## src/rtl/matmul_nxn_seq_if.sv

```systemverilog
// matmul_nxn_seq_if: job, operand and result-handshake bundle for matmul_nxn_seq
// master drives start/acc_mode/clear/A/B/ready; slave drives C/valid/busy
interface matmul_nxn_seq_if #(
    parameter int BIT_PREC = 8,
    parameter int N        = 4,
    parameter int ACC_W    = 2*BIT_PREC + $clog2(N) + 4
);
    logic start;
    logic acc_mode;
    logic clear;
    logic ready;
    logic valid;
    logic busy;
    logic signed [BIT_PREC-1:0] A [N][N];
    logic signed [BIT_PREC-1:0] B [N][N];
    logic signed [ACC_W-1:0]    C [N][N];

    modport master (output start, acc_mode, clear, ready, A, B, input C, valid, busy);
    modport slave  (input start, acc_mode, clear, ready, A, B, output C, valid, busy);
endinterface

```

## src/rtl/matmul_nxn_seq.sv

```systemverilog
// matmul_nxn_seq: sequential NxN signed matrix multiply(-accumulate), one k step of one row per cycle
// Ports: clk, rstn (async active-low), bus (slave): start/acc_mode/clear/A/B/ready in, C/valid/busy out
module matmul_nxn_seq #(
    parameter int BIT_PREC = 8,
    parameter int N        = 4,
    parameter int ACC_W    = 2*BIT_PREC + $clog2(N) + 4
) (
    input logic clk,
    input logic rstn,
    matmul_nxn_seq_if.slave bus
);
    localparam int CW = $clog2(N);
    localparam int PW = 2*BIT_PREC;
    localparam logic [CW-1:0] LAST = CW'(N-1);

    typedef enum logic [1:0] {IDLE, COMP, DONE} state_t;

    state_t state_q;
    logic valid_q;
    logic busy_q;
    logic mode_q;
    logic take;
    logic [CW-1:0] i_q;
    logic [CW-1:0] k_q;
    logic signed [BIT_PREC-1:0] a_q [N][N];
    logic signed [BIT_PREC-1:0] b_q [N][N];
    logic signed [ACC_W-1:0] c_q [N][N];
    logic signed [ACC_W-1:0] acc_q [N];
    logic signed [ACC_W-1:0] acc_d [N];
    logic [PW-1:0] a_x;
    logic [PW-1:0] prod [N];

    assign take = bus.start && (state_q == IDLE || (state_q == DONE && bus.ready));

    // Operands are sign-extended to PW bits first so the PW-bit product is the exact signed product.
    // At k=0 the running sum is seeded from the old C row (accumulate) or zero.
    always_comb begin
        a_x = {{BIT_PREC{a_q[i_q][k_q][BIT_PREC-1]}}, a_q[i_q][k_q]};
        for (int j = 0; j < N; j++) begin
            prod[j]  = a_x * {{BIT_PREC{b_q[k_q][j][BIT_PREC-1]}}, b_q[k_q][j]};
            acc_d[j] = (k_q != '0 ? acc_q[j] : (mode_q ? c_q[i_q][j] : '0))
                     + {{(ACC_W-PW){prod[j][PW-1]}}, prod[j]};
        end
    end

    always_ff @(posedge clk or negedge rstn) begin
        if (!rstn) begin
            state_q <= IDLE;
            valid_q <= 1'b0;
            busy_q  <= 1'b0;
            mode_q  <= 1'b0;
            i_q     <= '0;
            k_q     <= '0;
            a_q     <= '{default: '0};
            b_q     <= '{default: '0};
            c_q     <= '{default: '0};
            acc_q   <= '{default: '0};
        end else if (bus.clear) begin
            state_q <= IDLE;
            valid_q <= 1'b0;
            busy_q  <= 1'b0;
            i_q     <= '0;
            k_q     <= '0;
            c_q     <= '{default: '0};
            acc_q   <= '{default: '0};
        end else if (take) begin
            state_q <= COMP;
            valid_q <= 1'b0;
            busy_q  <= 1'b1;
            mode_q  <= bus.acc_mode;
            a_q     <= bus.A;
            b_q     <= bus.B;
            i_q     <= '0;
            k_q     <= '0;
        end else if (state_q == DONE && bus.ready) begin
            state_q <= IDLE;
            valid_q <= 1'b0;
        end else if (state_q == COMP) begin
            k_q <= (k_q == LAST) ? '0 : k_q + 1'b1;
            for (int j = 0; j < N; j++) begin
                if (k_q == LAST) c_q[i_q][j] <= acc_d[j];
                else acc_q[j] <= acc_d[j];
            end
            if (k_q == LAST) begin
                i_q <= (i_q == LAST) ? '0 : i_q + 1'b1;
                if (i_q == LAST) begin
                    state_q <= DONE;
                    busy_q  <= 1'b0;
                    valid_q <= 1'b1;
                end
            end
        end
    end

    assign bus.C     = c_q;
    assign bus.valid = valid_q;
    assign bus.busy  = busy_q;
endmodule

```

## src/flat_wrapper.sv

```systemverilog
// flat-port wrapper written by rule: the top's interface ports become plain ports
module matmul_nxn_seq_flat 
#(
    parameter int BIT_PREC = 8,
    parameter int N        = 4,
    parameter int ACC_W    = 2*BIT_PREC + $clog2(N) + 4
)
  (clk, rstn, bus_start, bus_acc_mode, bus_clear, bus_ready, bus_A, bus_B, bus_C, bus_valid, bus_busy);
  matmul_nxn_seq_if #(.BIT_PREC(BIT_PREC), .N(N), .ACC_W(ACC_W)) bus_i ();
  input logic clk;
  input logic rstn;
  input wire logic [$bits(bus_i.start)-1:0] bus_start;
  input wire logic [$bits(bus_i.acc_mode)-1:0] bus_acc_mode;
  input wire logic [$bits(bus_i.clear)-1:0] bus_clear;
  input wire logic [$bits(bus_i.ready)-1:0] bus_ready;
  input wire logic [$bits(bus_i.A)-1:0] bus_A;
  input wire logic [$bits(bus_i.B)-1:0] bus_B;
  output wire logic [$bits(bus_i.C)-1:0] bus_C;
  output wire logic [$bits(bus_i.valid)-1:0] bus_valid;
  output wire logic [$bits(bus_i.busy)-1:0] bus_busy;
  assign bus_i.start = bus_start;
  assign bus_i.acc_mode = bus_acc_mode;
  assign bus_i.clear = bus_clear;
  assign bus_i.ready = bus_ready;
  assign bus_i.A = {>>{bus_A}};
  assign bus_i.B = {>>{bus_B}};
  assign bus_C = {>>{bus_i.C}};
  assign bus_valid = bus_i.valid;
  assign bus_busy = bus_i.busy;
  matmul_nxn_seq #(.BIT_PREC(BIT_PREC), .N(N), .ACC_W(ACC_W)) u_core (.clk(clk), .rstn(rstn), .bus(bus_i));
endmodule
```

## config.mk

```make
export PLATFORM = sky130hd
export DESIGN_NAME = matmul_nxn_seq_flat
export DESIGN_NICKNAME = d
export VERILOG_FILES = /design/src/rtl/matmul_nxn_seq_if.sv /design/src/rtl/matmul_nxn_seq.sv /design/src/flat_wrapper.sv
export SDC_FILE = /design/constraint.sdc
export NUM_CORES = 2
export LEC_CHECK = 0
export ABC_AREA = 0
export ABC_CLOCK_PERIOD_IN_PS = 10800
export BUFFER_PORTS_ARGS = -buffer_cell sky130_fd_sc_hd__buf_2
export CAP_MARGIN = 5
export CORE_MARGIN = 5
export CORE_UTILIZATION = 59
export CTS_CLUSTER_DIAMETER = 30
export DETAILED_ROUTE_END_ITERATION = 8
export PLACE_DENSITY = 0.88
export SLEW_MARGIN = 15
export SYNTH_ARGS = -nofsm -noshare
export SYNTH_HDL_FRONTEND = slang
export SYNTH_SLANG_ARGS = --single-unit
```

## constraint.sdc

```tcl
create_clock -name clk -period 10.8 [get_ports clk]
set_clock_uncertainty 0.2 [all_clocks]
set_input_delay 0 -clock clk [delete_from_list [all_inputs] [get_ports clk]]
set_output_delay 0 -clock clk [all_outputs]
set_load 0.05 [all_outputs]
```

==> results of run 1 <==
stage by stage:
| step | setup WS, ns | hold WS (ns) | area [sq um] |
|---|---|---|---|
| floorplan | 2.15 | -0.496 | 44600 |
| global placement | 1.76 | -0.0417 | 48500 |
| detailed placement | 1.55 | -0.0362 | 48500 |
| CTS | 1.46 | 0.278 | 58600 |
timing repair:
action                     in CTS
setup endpoints to repair       0
hold endpoints to repair      427
hold buffers                  523
setup buffers                   0
cell usage after synthesis, types with 13 or more instances:
cell type | instances | share of area, %
o21bai_1 | 23 | 0.39
o21a_1 | 25 | 0.42
o21ai_1 | 27 | 0.30
nand3_1 | 42 | 0.47
a211oi_1 | 16 | 0.27
nand2b_1 | 24 | 0.34
nor2b_1 | 41 | 0.58
inv_1 | 459 | 3.9
a21o_1 | 39 | 0.66
nand4_1 | 15 | 0.21
xor2_1 | 25 | 0.49
mux2_2 | 282 | 7.1
a21oi_1 | 105 | 1.2
dfrtp_1 | 704 | 39
and2_1 | 31 | 0.43
o21ai_0 | 173 | 1.9
a22o_1 | 375 | 7.4
mux4_2 | 128 | 6.5
fa_1 | 224 | 10
buf_2 | 19 | 0.21
mux2i_1 | 25 | 0.56
buf_1 | 22 | 0.19
and3_1 | 13 | 0.18
xnor2_1 | 114 | 2.2
clkbuf_1 | 177 | 1.5
nor2_1 | 202 | 1.7
nand2_1 | 275 | 2.3
ha_1 | 206 | 5.8
or2_2 | 13 | 0.18
nor3_1 | 25 | 0.28
kinds of logic after synthesis:
| group | Yosys count | synth area share [%] |
|---|---|---|
| buffers and inverters | 681 | 5.80 |
| AO/OA/AOI/OAI | 876 | 14.4 |
| adder cells (fa/ha/maj) | 430 | 15.8 |
| XOR/XNOR | 140 | 2.77 |
| flip-flops | 704 | 39.5 |
| multiplexers | 436 | 14.2 |
| AND/OR/NAND/NOR | 729 | 7.49 |
==> metrics.txt, run 1 <==
pin count of the biggest net entering global routing 206; Post-Synthesis Cell Area 44600 sq um; post-GRT worst EP u_core.bus.C[108]$_DFFE_PN0P_/D; I/O pin total 616; worst_ep kind sequential cell input; initial antenna violation count 84; warnings from Yosys 0; Die Y-Extent 285 um; CTS root buf clkbuf_16; Fail Step global routing (5_1_grt); Yosys cell types 85; row count 100; FF+latch count, synth 704; post-synthesis cell count 3996; CTS Buffer Depth 3; dpl hpwl 99300 um; syn avg cell area 11.2 sq um; Num CTS Buffers 137; routability cong. 0.953; port bufs 615; total placed cells including tap cells 5399; post-CTS resize count 0; status did not finish; syn_nets 4688; Seq/Total Area, Yosys about two fifths; starting density of the core 59.7%; H-tree depth 4; tool error [ERROR GRT-0183] Net clknet_4_1_0_clk: the 3D maze router ran out of legal paths (heap underflow) - the net is boxed in by local congestion or blockages.; Post-synth EDFFs 0; clock tree sinks 704; die width 285 um; Post-synth top flop dfrtp_1; ys async rst share 100%
==> inputs of run 2 (changes only) <==
- CORE_UTILIZATION: 59 -> 40
- CTS_CLUSTER_DIAMETER: 30 -> not set
- PLACE_DENSITY: 0.88 -> not set
- PLACE_DENSITY_LB_ADDON: not set -> 0.15
==> run 2 against run 1 <==
Effect of this change:
- area after synthesis unchanged
- synthesized cell count did not move
- the flow now finishes without violations
==> metrics.txt, run 2 <==
commonest cells in the netlist 704 x dfrtp_1, 459 x inv_1, 375 x a22o_1; hold crit path type input pin to register; initial antenna violation count 29; post-synth top area cell dfrtp_1; number of routed nets with antenna violations 0; Final Hold Vio Count 0; max layer used met4; Met1 Wirelength 63600 um; Fmax between 100 and 150 MHz; Crit path required time 11.11 ns; most frequent CP cell inv_1; hold buffers post-CTS 523; crit path kind register to register; crit-path max FO 35; Seq/Total Area, Yosys 39.5%; CP max-delay cell dfrtp_4; commonest non-fill, non-tap cell in the layout dfrtp_1; sum of negative setup slack 0 ns; first-pass iteration count of the detailed router 5; total die area 118000 sq um; port bufs 615; post-CTS resize count 0; I/O pin total 616; layout cells sized above 1 24.9%; Max-Cap Viols 0; synthesis-to-finish area growth 28.7%; CTS tree done; H-tree depth 3; CTS Buffer Depth 3; clock tree sinks 704; Detailed Route Iter0 Violations 2363; WP buf/inv 7; Final #Nets 5740; post-synthesis cell count between 3k and 4k; number of flip-flops in the largest register 352; worst-margin pin slew 1.23 ns; crit end category register; pin count of the biggest net entering global routing 189; Final setup violation count 0; routability cong. 0.848; Synth area leaders dfrtp_1 39%, fa_1 10%, a22o_1 7.4%; row count 122; crit-path max cell delay 0.88 ns; most frequent cells in the layout 700 x dfrtp_1, 614 x buf_2, 522 x dlygate4sd3_1; Die Y-Extent 344 um; wire per inst roughly 24 um; GR Util All Layers roughly a quarter; ys async rst share 100%; Worst-Skew Late Latency just under 0.7 ns; setup bufs post-CTS 0; core outline area 111000 sq um; status finished clean; post-synth top area share 39.5%; final WL 158000 um; Post-Synthesis Cell Area 44600 sq um; Routed met3 length just under 9000 um; most frequent cell after synthesis dfrtp_1; Num CTS Buffers 83; FF+latch count, synth 704; crit start category register; starting density of the core 40.3%; crit path DAT slightly below 10 ns; Top Family by Delay on Critical Path adder cells; first-pass GRT wire length 241000 um; drt drc 0; Clock transition at path regs approximately 0.06 ns; Tmin final 9.35 ns; syn_nets 4688; vias per cell ~5.5; overflow left after global routing 0; dpl hpwl 107000 um; met2 wire len 80100 um; slew margin rel. 18.1%; CTS root buf clkbuf_16; RSZ-0062 raised after global routing no; Yosys cell types 85; Post-synth EDFFs 0; # fillers roughly 9.7k; vias in the first global route 39.0k; warnings from Yosys 0; Vias 36.2k; fin. max-slew vios 0; Final period util 86.5%; die width approximately 340 um; Post-synth top flop dfrtp_1; syn avg cell area 11.2 sq um
-- run 2: worst min-delay path, delay by kind of cell --
| family | cells | cell delay (ns) |
|---|---|---|
| AO/OA/AOI/OAI | 2 | 0.34 |
| buffers and inverters | 1 | 0.36 |
| AND/OR/NAND/NOR | 1 | 0.13 |
-- run 2: routing by layer --
layer	up-vias	global-route usage, %
met5	-	0
met4	0	9.79
met3	299	4.88
li1	16200	-
met2	1027	46.6
met1	18700	32.8
-- run 2: per-stage QoR --
stage          hold WS [ns]  std cells  util [%]  setup WS [ns]  cell area, sq um
4_1_cts             0.00144       6596      51.8           1.49             57300
3_5_place_dp         -0.105       5928      44.5           1.51             49200
6_report             0.0371       6624      51.9           1.45             57400
3_3_place_gp        -0.0964       5928      44.5           1.64             49200
5_1_grt              0.0659       6623      51.9          0.818             57400
2_1_floorplan        -0.496       3996         -           2.15             44600
-- run 2: final cells by class --
class / instances / area, sq um / area share, %
clock buffers: 114 / 2330 / 4.07
inverters: 461 / 1730 / 3.01
clock inverters: 31 / 497 / 0.865
repair buffers: 1187 / 8760 / 15.3
multi-input cells: 2611 / 24500 / 42.7
diodes: 28 / 70.1 / 0.122
well taps: 1488 / 1860 / 3.24
flip-flops and latches: 704 / 17600 / 30.7
-- run 2: final timing paths --
kind	startpoint	end	slack (ns)	cells past startpoint
setup reg to reg	u_core.i_q[0]	u_core.bus.C[153]	1.45	28
min in group asynchronous	rstn	u_core.bus.C[340]	0.41	4
setup / recovery	u_core.i_q[0]	u_core.bus.C[153]	1.45	28
hold / removal	bus_clear	u_core.bus.C[155]	0.04	4
max in group asynchronous	rstn	u_core.bus.C[236]	8.24	5
hold reg to reg	u_core.acc_q[21]	u_core.acc_q[21]	0.27	2
-- run 2: cells by family after synthesis --
family                   count (synthesis)  share of synthesized area [%]
AO/OA/AOI/OAI                          876                           14.4
buffers and inverters                  681                           5.80
XOR/XNOR                               140                           2.77
multiplexers                           436                           14.2
AND/OR/NAND/NOR                        729                           7.49
flip-flops                             704                           39.5
adder cells (fa/ha/maj)                430                           15.8
Power of run 2 is left out: the tool's default activity adds up to more than one toggle a clock period on the data nets, which glitch-free logic cannot reach.
